$ cat config.mk
export PLATFORM = sky130hd
export DESIGN_NAME = pixel_bridge_flat
export DESIGN_NICKNAME = d
export VERILOG_FILES = /design/src/rtl/pixel_bridge_if.sv /design/src/rtl/pixel_bridge.sv /design/src/flat_wrapper.sv
export SDC_FILE = /design/constraint.sdc
export NUM_CORES = 1
export LEC_CHECK = 0
export ABC_AREA = 0
export ABC_CLOCK_PERIOD_IN_PS = 5100
export BUFFER_PORTS_ARGS = -buffer_cell sky130_fd_sc_hd__buf_2
export CELL_PAD_IN_SITES_DETAIL_PLACEMENT = 1
export CELL_PAD_IN_SITES_GLOBAL_PLACEMENT = 1
export CORE_MARGIN = 4
export CORE_UTILIZATION = 49
export CTS_BUF_LIST = sky130_fd_sc_hd__clkbuf_2 sky130_fd_sc_hd__clkbuf_4 sky130_fd_sc_hd__clkbuf_8
export DETAILED_ROUTE_END_ITERATION = 6
export PLACE_DENSITY = 0.95
export SLEW_MARGIN = 5
export SYNTH_ARGS = -nofsm -noshare
export SYNTH_HDL_FRONTEND = slang
export SYNTH_SLANG_ARGS = --single-unit
$ cat constraint.sdc
create_clock -name clk -period 5.1 [get_ports clk]
set_clock_uncertainty 0.15 [all_clocks]
set_input_delay 0 -clock clk [delete_from_list [all_inputs] [get_ports clk]]
set_output_delay 0 -clock clk [all_outputs]
set_load 0.02 [all_outputs]
$ cat src/rtl/pixel_bridge_if.sv
// Pixel FIFO read/write port bundle between the ADC-side source FIFO and the DAC-side sink FIFO.
// master = bridge (pops source, pushes sink); slave = the FIFOs / environment.
interface pixel_bridge_if;
    logic        src_empty;
    logic        src_rd_en;
    logic [37:0] src_rd_data;
    logic        dst_full;
    logic        dst_wr_en;
    logic [37:0] dst_wr_data;

    modport master (
        input  src_empty, src_rd_data, dst_full,
        output src_rd_en, dst_wr_en, dst_wr_data
    );

    modport slave (
        output src_empty, src_rd_data, dst_full,
        input  src_rd_en, dst_wr_en, dst_wr_data
    );
endinterface

$ cat src/rtl/pixel_bridge.sv
// Pixel stage: frame lock + raster continuity check + test pattern, source FIFO -> 2-entry buffer -> sink FIFO.
// Latency 2 cycles read-to-write; sink full stalls reads within the cycle, never drops a word.
module pixel_bridge #(
    parameter int          H_ACTIVE  = 800,
    parameter int          V_ACTIVE  = 600,
    parameter logic [15:0] SOLID_RGB = 16'hF81F
) (
    input  logic        clk,
    input  logic        rst_n,
    pixel_bridge_if.master pix,
    input  logic [1:0]  mode,
    output logic        locked,
    output logic [15:0] frame_count,
    output logic [15:0] sync_err_count
);
    localparam logic [0:0]  SEARCH = 1'b0;
    localparam logic [0:0]  RUN    = 1'b1;
    localparam logic [10:0] X_LAST = 11'(H_ACTIVE - 1);
    localparam logic [10:0] Y_LAST = 11'(V_ACTIVE - 1);

    logic [0:0]  state, state_nxt;
    logic [10:0] exp_x, exp_y, nxt_x, nxt_y;
    logic [1:0]  mode_q, eff_mode;
    logic        run_en;
    logic        in_flight;
    logic [1:0]  occ, occ_after;
    logic [37:0] buf0, buf1;

    logic [10:0] in_x, in_y;
    logic [15:0] in_rgb, out_rgb;
    logic [2:0]  bar;
    logic        is_origin, is_exp;
    logic        accept, frame_start, sync_err;
    logic        push, pop;
    logic [37:0] acc_word;

    assign in_x   = pix.src_rd_data[37:27];
    assign in_y   = pix.src_rd_data[26:16];
    assign in_rgb = pix.src_rd_data[15:0];

    assign is_origin = (in_x == 11'd0) && (in_y == 11'd0);
    assign is_exp    = (in_x == exp_x) && (in_y == exp_y);

    always_comb begin
        accept      = 1'b0;
        frame_start = 1'b0;
        sync_err    = 1'b0;
        state_nxt   = state;
        if (in_flight) begin
            if (state == SEARCH) begin
                if (is_origin) begin
                    accept      = 1'b1;
                    frame_start = 1'b1;
                    state_nxt   = RUN;
                end
            end else if (is_exp) begin
                accept      = 1'b1;
                frame_start = is_origin;
            end else begin
                // A misplaced origin is still a usable frame start; anything else loses lock.
                sync_err = 1'b1;
                if (is_origin) begin
                    accept      = 1'b1;
                    frame_start = 1'b1;
                end else begin
                    state_nxt = SEARCH;
                end
            end
        end
    end

    // The frame-start word already belongs to the new frame, so it uses the newly sampled mode.
    assign eff_mode = frame_start ? mode : mode_q;
    assign bar      = in_x[9:7];

    always_comb begin
        case (eff_mode)
            2'd1:    out_rgb = {{5{bar[2]}}, {6{bar[1]}}, {5{bar[0]}}};
            2'd2:    out_rgb = SOLID_RGB;
            default: out_rgb = in_rgb;
        endcase
    end

    assign acc_word = {in_x, in_y, out_rgb};

    always_comb begin
        nxt_x = in_x + 11'd1;
        nxt_y = in_y;
        if (in_x == X_LAST) begin
            nxt_x = 11'd0;
            nxt_y = (in_y == Y_LAST) ? 11'd0 : in_y + 11'd1;
        end
    end

    assign push = accept;
    assign pop  = (occ != 2'd0) && !pix.dst_full;

    // Occupancy is taken net of this cycle's pop so a free-flowing pipe keeps one read per cycle.
    assign occ_after       = occ - {1'b0, pop};
    assign pix.src_rd_en   = run_en && !pix.src_empty && ((occ_after + {1'b0, in_flight}) < 2'd2);
    assign pix.dst_wr_en   = pop;
    assign pix.dst_wr_data = buf0;
    assign locked          = (state == RUN);

    always_ff @(posedge clk or negedge rst_n) begin
        if (!rst_n) begin
            run_en         <= 1'b0;
            in_flight      <= 1'b0;
            state          <= SEARCH;
            exp_x          <= 11'd0;
            exp_y          <= 11'd0;
            mode_q         <= 2'd0;
            frame_count    <= 16'd0;
            sync_err_count <= 16'd0;
            occ            <= 2'd0;
            buf0           <= 38'd0;
            buf1           <= 38'd0;
        end else begin
            // Holds reads off for the first cycle out of reset.
            run_en    <= 1'b1;
            in_flight <= pix.src_rd_en;
            state     <= state_nxt;
            if (accept) begin
                exp_x <= nxt_x;
                exp_y <= nxt_y;
            end
            if (frame_start) begin
                mode_q      <= mode;
                frame_count <= frame_count + 16'd1;
            end
            if (sync_err && (sync_err_count != 16'hFFFF))
                sync_err_count <= sync_err_count + 16'd1;

            occ <= occ + {1'b0, push} - {1'b0, pop};
            case ({push, pop})
                2'b01: buf0 <= buf1;
                2'b10: begin
                    if (occ == 2'd0) buf0 <= acc_word;
                    else             buf1 <= acc_word;
                end
                2'b11: begin
                    if (occ == 2'd1) begin
                        buf0 <= acc_word;
                    end else begin
                        buf0 <= buf1;
                        buf1 <= acc_word;
                    end
                end
                default: ;
            endcase
        end
    end
endmodule

$ cat src/flat_wrapper.sv
// flat-port wrapper written by rule: the top's interface ports become plain ports
module pixel_bridge_flat 
#(
    parameter int          H_ACTIVE  = 800,
    parameter int          V_ACTIVE  = 600,
    parameter logic [15:0] SOLID_RGB = 16'hF81F
)
  (clk, rst_n, mode, locked, frame_count, sync_err_count, pix_src_empty, pix_src_rd_data, pix_dst_full, pix_src_rd_en, pix_dst_wr_en, pix_dst_wr_data);
  pixel_bridge_if pix_i ();
  input  logic clk;
  input  logic rst_n;
  input  logic [1:0] mode;
  output logic locked;
  output logic [15:0] frame_count;
  output logic [15:0] sync_err_count;
  input wire logic [$bits(pix_i.src_empty)-1:0] pix_src_empty;
  input wire logic [$bits(pix_i.src_rd_data)-1:0] pix_src_rd_data;
  input wire logic [$bits(pix_i.dst_full)-1:0] pix_dst_full;
  output wire logic [$bits(pix_i.src_rd_en)-1:0] pix_src_rd_en;
  output wire logic [$bits(pix_i.dst_wr_en)-1:0] pix_dst_wr_en;
  output wire logic [$bits(pix_i.dst_wr_data)-1:0] pix_dst_wr_data;
  assign pix_i.src_empty = pix_src_empty;
  assign pix_i.src_rd_data = pix_src_rd_data;
  assign pix_i.dst_full = pix_dst_full;
  assign pix_src_rd_en = pix_i.src_rd_en;
  assign pix_dst_wr_en = pix_i.dst_wr_en;
  assign pix_dst_wr_data = pix_i.dst_wr_data;
  pixel_bridge #(.H_ACTIVE(H_ACTIVE), .V_ACTIVE(V_ACTIVE), .SOLID_RGB(SOLID_RGB)) u_core (.clk(clk), .rst_n(rst_n), .pix(pix_i), .mode(mode), .locked(locked), .frame_count(frame_count), .sync_err_count(sync_err_count));
endmodule
==> out/qor.txt, run 1 <==
Initial drt markers -> 294
GRT Overall Usage -> 0.2576
Leakage -> 4.065 nW
Total power divided by cell area -> 352.8 mW/mm^2
Post-DRT Antenna Nets -> 0
Worst path required time -> 5.28 ns
IO Count -> 117
Htree depth -> 4
Synth top area cells -> dfrtp_1, xnor2_1, nand2_1, o221a_2, mux2_2
Drt via density -> 5.807
Hold Startpoint -> pix_src_empty
Mapped cell area -> 0.006794 mm^2
Rows -> 42
Worst reg2reg path startpoint -> u_core.in_flight$_DFF_PN0_
CP startpoint -> pix_src_rd_data[32]
Worst path arrival time -> 3.83 ns
Routed wire length -> 19730 um
Rel. slew slack -> 0.1939
P_sw -> 921.9 uW
Final period util -> 0.7168
Filler cells -> 1488
Max Cap Viol -> 0
Worst IR Drop VDD -> 0.0002496 V
Post-synthesis sequential area ratio -> 0.5046
Nets -> 826
Dpl hpwl -> 12780 um
WL per Instance -> 20.51 um
Hold Vio Cnt, Final -> 0
CP Cell Sequence -> dlygate4sd3_1 > buf_2 > or4_4 > nand4b_4 > nor2_4 > mux2_2 > ha_1 > nor2_1 > a21o_1 > mux2_1
DRT met1 WL -> 8161 um
Crit Path Max Fanout -> 19
R2R cell count -> 8
CTS tree -> built
Synth Net Count -> 686
Initial Util -> 0.5070
Commonest non-fill, non-tap cell in the layout -> dfrtp_1
Setup-failing EPs final -> 0
Most frequent cells in the layout -> dfrtp_1, buf_2, nand2_1
CP Launch Type -> input pin
Worst reg2reg path endpoint -> u_core.buf1[11]$_DFFE_PN0P_
Initial antenna violation count -> 2
Vias -> 5586
Total die area -> 0.01581 mm^2
Cts bufs inserted -> 17
Seq pwr share -> 0.436
Grt ovf -> 0
Logic pwr share -> 0.251
Worst skew pair latency -> 0.45 ns
Worst setup path class -> input pin to flip-flop
Final TNS setup -> 0 ns
RePlAce Congestion -> 0.8122
Syn_area_per_cell -> 10.77 um^2
Clock share of power -> 0.313
Hold crit path type -> input pin to flip-flop
Max frequency -> 0.2736 GHz
Setup repair bufs after CTS -> 0
CP endpoint kind -> flip-flop
Largest net degree at the start of global routing -> 71
Placed cells -> 884
Clock Path Buffers -> 2
Flop2flop setup slack -> 1.57 ns
Async SR Flop Fraction -> 1.000
Global-route wire length before repair -> 32460 um
Met2 WL post-DR -> 10010 um
Final std cells w/o fill -> 962
Drt first pass iters -> 5
Port Buf Inserts -> 116
Yosys Warn Count -> 0
Share of the synthesized area in the top cell type -> 0.5046
Clock sink total -> 137
EDFF count, synth -> 0
P_int -> 2.005 mW
WL met3 -> 1011 um
Worst hold endpoint -> u_core.in_flight$_DFF_PN0_
Hold path depth -> 3
Drc violations -> 0
Cell taking the most area after synthesis -> dfrtp_1
Slowest cell on crit path -> ha_1
Die Y -> 125.8 um
Status -> completed
CTS root buffer -> clkbuf_8
Max-slew violation count -> 0
Clock transition at path regs -> 0.07 ns
Top layer in use -> met4
Yosys cell types -> 47
Worst-Margin Slew -> 1.208 ns
Die width -> 125.8 um
Post-Synthesis Cells -> 631
Synthesis-to-finish area growth -> 22.14%
Core box area -> 0.01340 mm^2
Yosys reg bits -> 137
Switching Fraction -> 0.3149
Worst path max stage delay -> 0.70 ns
Layout cells sized above 1 -> 0.2656
Post-layout minimum cycle time -> 3.656 ns
Post-synth top flop -> dfrtp_1
RSZ-0062 raised after global routing -> no
Vias in the first global route -> 6117
state kept, by name, indices dropped and copies added (netlist names):
signal and flops:
u_core.buf1 38, u_core.exp_x 11, u_core.exp_y 11, u_core.frame_count 16
u_core.in_flight 1, u_core.locked 1, u_core.mode_q 2, u_core.occ 2
u_core.pix.dst_wr_data 38, u_core.run_en 1, u_core.sync_err_count 16
power by group through the flow:
stage	sequential, mW	combinational (mW)	clock [mW]
after global routing	1.29	0.794	0.986
after detailed placement	1.29	0.700	0
after global placement	1.28	0.668	0
final	1.27	0.736	0.917
after floorplan	1.38	0.356	0
after CTS	1.27	0.740	0.933
synthesized netlist by cell type, types with 2 or more instances:
cell type	n
o31ai_1	19
mux2i_1	2
nor2_1	28
buf_6	5
or3_1	2
mux2_2	21
nand3_1	12
ha_1	11
nor3_1	5
xnor2_1	59
o21ai_0	8
xor2_1	14
dfrtp_1	137
a21o_1	12
inv_1	14
clkbuf_1	28
and3_1	15
mux2_1	20
buf_2	9
nand2_1	74
nand2b_1	25
a31o_2	2
nand4_1	22
a21oi_1	41
o221a_2	24
how the worst max path moves through the flow:
stage / depth (start not counted) / to / slack [ns]
after global routing: 13 / u_core.pix.dst_wr_data[3]$_DFFE_PN0P_ / 1.23
after global placement: 11 / u_core.buf1[12]$_DFFE_PN0P_ / 1.77
after floorplan: 12 / u_core.pix.dst_wr_data[12]$_DFFE_PN0P_ / 2.05
after detailed placement: 11 / u_core.buf1[11]$_DFFE_PN0P_ / 1.61
after CTS: 10 / u_core.buf1[5]$_DFFE_PN0P_ / 1.49
final: 10 / u_core.buf1[11]$_DFFE_PN0P_ / 1.44
layer usage:
metal / vias to the layer above / track usage
li1: 2487 / -
met1: 2861 / 0.3177
met2: 190 / 0.4361
met3: 48 / 0.06139
met4: 0 / 0.1073
met5: - / 0
worst max-delay path, delay by kind of cell:
family | cells | cell delay [ns]
AOI/OAI and AO/OA | 1 | 0.23
and+or+nand+nor | 4 | 1.40
adders and majority gates | 1 | 0.70
muxes | 2 | 0.73
buffers and inverters | 2 | 0.76
logic make-up after synthesis:
kind of cell / after synthesis / share of synthesized area
and+or+nand+nor: 197 / 0.1494
DFF: 137 / 0.5046
AOI/OAI and AO/OA: 112 / 0.1210
xor gates and xnor gates: 73 / 0.09411
buffers and inverters: 57 / 0.03923
muxes: 43 / 0.07090
adders and majority gates: 11 / 0.02026
other: 1 / 0.0005520
cell type report:
class                   instances  area (um^2)  share of cell area
clock buffers                  24        317.8             0.03830
diodes                          3        7.507           0.0009047
clock inverters                 7        90.09             0.01086
multi-input cells             437         3107              0.3744
flip-flops and latches        137         3428              0.4131
well taps                     176        220.2             0.02654
inverters                      14        52.55            0.006333
repair buffers                164         1075              0.1295
through the flow:
stage / worst slack [ns] / utilization / power (mW) / cell area (um^2) / hold WS (ns)
floorplan: 2.052 / - / 1.739 / 6794 / -0.4456
global route: 1.229 / 0.6190 / 3.068 / 8295 / 0.1411
finish: 1.444 / 0.6192 / 2.927 / 8298 / 0.1601
CTS: 1.487 / 0.6187 / 2.942 / 8290 / 0.08381
detailed placement: 1.610 / 0.5541 / 1.985 / 7425 / -0.1098
global placement: 1.773 / 0.5541 / 1.948 / 7425 / -0.1161
repair_timing:
item                                   CTS  global route
endpoints found under the hold margin  168             0
hold buffers                            44             0
gates resized for setup                  0             0
(Power assumes the default switching activity.)
==> run 2: changes to the inputs <==
- ABC_CLOCK_PERIOD_IN_PS: 5100 -> 3200
- CORE_UTILIZATION: 49 -> 41
- PLACE_DENSITY: 0.95 -> 0.85
- clock period: 5.1 -> 3.2 ns (I/O delays scaled with it)
==> run 2 against run 1 <==
  * Total power up 64%
  * Combinational power up 68%
  * First-iteration DRC count down 3.4%
  * Critical path depth unchanged
  * Final cell count up 6.5%
  * Via count down 0.79%
  * Largest power group unchanged
  * Sequential power up 59%
  * Critical endpoint is now u_core.buf1[16]$_DFFE_PN0P_
  * Highest routed layer is now met5
  * Core utilization down 8.3 points
  * Die area up 18%
  * Sequential share of layout area down 1.5 points
  * Hold slack worse by 0.12 ns
==> out/qor.txt, run 2 (synthesized netlist as in run 1, its figures left out) <==
Met2 usage -> 0.3768
Routing usage on met3 -> 0.05368
Rows -> 46
Clock sink total -> 137
Post-DRT Antenna Nets -> 0
Total power divided by cell area -> 556.2 mW/mm^2
Worst-Margin Slew -> 1.197 ns
Die Y -> 136.7 um
Max Cap Viol -> 0
Final Power -> 4.790 mW
Total die area -> 0.01869 mm^2
Post-layout minimum cycle time -> 3.083 ns
Final instance area -> 0.008611 mm^2
Setup-failing EPs final -> 0
Drc violations -> 0
Max-slew violation count -> 0
Clock transition at path regs -> 0.08 ns
GRT busiest layer -> met2
Initial antenna violation count -> 1
Port Buf Inserts -> 116
PnR worst setup slack -> 0.1175 ns
Synthesis-to-finish area growth -> 26.74%
Hold crit path type -> input pin to flip-flop
IO Count -> 117
Core box area -> 0.01606 mm^2
Drt first pass iters -> 4
Ant diodes -> 0
Worst path required time -> 3.39 ns
Pre-CTS setup slack -> -0.1382 ns
R2R cell count -> 8
Worst skew pair latency -> 0.45 ns
Rel. slew slack -> 0.2020
Max frequency -> 0.3244 GHz
GRT Overall Usage -> 0.2226
Cts bufs inserted -> 17
Nets -> 853
Status -> completed
Initial Util -> 0.4231
Dpl hpwl -> 13270 um
Vias in the first global route -> 6116
Worst path arrival time -> 3.27 ns
Hold path depth -> 6
Grt ovf -> 0
Die width -> 136.7 um
Worst setup path class -> input pin to flip-flop
Crit Path Max Fanout -> 12
Largest net degree at the start of global routing -> 114
Worst IR Drop VDD -> 0.0004134 V
Vias -> 5542
CP endpoint kind -> flip-flop
WL per Instance -> 19.29 um
Layout cells sized above 1 -> 0.2843
Most frequent cells in the layout -> dfrtp_1, buf_2, nand2_1
CTS root buffer -> clkbuf_8
Drt via density -> 5.407
Routed wire length -> 19770 um
Initial drt markers -> 284
Final std cells w/o fill -> 1025
Final period util -> 0.9633
RSZ-0062 raised after global routing -> no
CP Launch Type -> input pin
Placed inst area -> 0.007651 mm^2
Global-route wire length before repair -> 32490 um
Commonest non-fill, non-tap cell in the layout -> dfrtp_1
Placed cells -> 944
Leakage -> 4.211 nW
Htree depth -> 4
CTS tree -> built
GR Util met1 -> 0.2800
Hold Vio Cnt, Final -> 0
Clock Path Buffers -> 2
RePlAce Congestion -> 0.8290
[run 2: changes by cell type in the layout (fill, tap and decap cells not counted), moves of 2 or more]
cell           before  now
buf_12              0    2
dlygate4sd3_1      43   51
diode_2             3    0
buf_4               4   22
[run 2: area by class of cell]
type                       instances  area, um^2
fill                            1762        7447
sequential                       137        3428
timing repair buffer             191        1303
tap                              216       270.3
clock buffer                      23       310.3
inverter                          14       52.55
multi-input combinational        437        3132
clock inverter                     7       115.1
[run 2: report_power, final]
group	switching [mW]	leakage (nW)	internal, mW
sequential	0.114	1.85	1.90
combinational	0.706	2.14	0.531
clock	0.664	0.213	0.873
[run 2: what timing repair did]
action                                 4_1_cts  5_1_grt
cloned                                       0        0
buffers inserted                             0        0
gates resized for setup                      1        4
setup endpoints to repair                   32       32
endpoints found under the hold margin      213        0
hold buffers                                51        0
[run 2: stage by stage]
step	utilization	TNS (ns)	hold slack, ns
3_3_place_gp	0.4765	0	0.02107
4_1_cts	0.5351	0	0.01595
6_report	0.5362	0	0.03754
5_1_grt	0.5362	0	0.04686
3_5_place_dp	0.4765	-2.910	0.03785
2_1_floorplan	-	0	-0.4456
[run 2: critical path: stages]
cell	delay [ns]
dlygate4sd3_1	0.56
buf_2	0.14
or4_4	0.53
nand4b_4	0.23
nor2_4	0.23
a31o_2	0.18
and2b_4	0.33
buf_12	0.19
mux2_1	0.32
dlygate4sd3_1	0.55
[run 2: layer usage]
metal	up-vias	share of wire	routed length, um
li1	2534	-	-
met1	2841	0.44	8608
met2	138	0.50	9876
met3	27	0.049	977
met4	2	0.015	297
met5	-	0.00061	12
[run 2: path summary, 6_finish.rpt]
check                                                            from                                    end  slack, ns
worst min-delay path                              pix_src_rd_data[17]            u_core.exp_y[1]$_DFFE_PN0N_       0.04
worst max register to register             u_core.in_flight$_DFF_PN0_            u_core.buf1[16]$_DFFE_PN0P_       0.15
max in group asynchronous                                       rst_n            u_core.buf1[15]$_DFFE_PN0P_       1.79
worst max-delay path                              pix_src_rd_data[34]            u_core.buf1[16]$_DFFE_PN0P_       0.12
min in group asynchronous                                       rst_n     u_core.frame_count[13]$_DFFE_PN0N_       0.14
worst min register to register  u_core.pix.dst_wr_data[0]$_DFFE_PN0P_  u_core.pix.dst_wr_data[0]$_DFFE_PN0P_       0.33
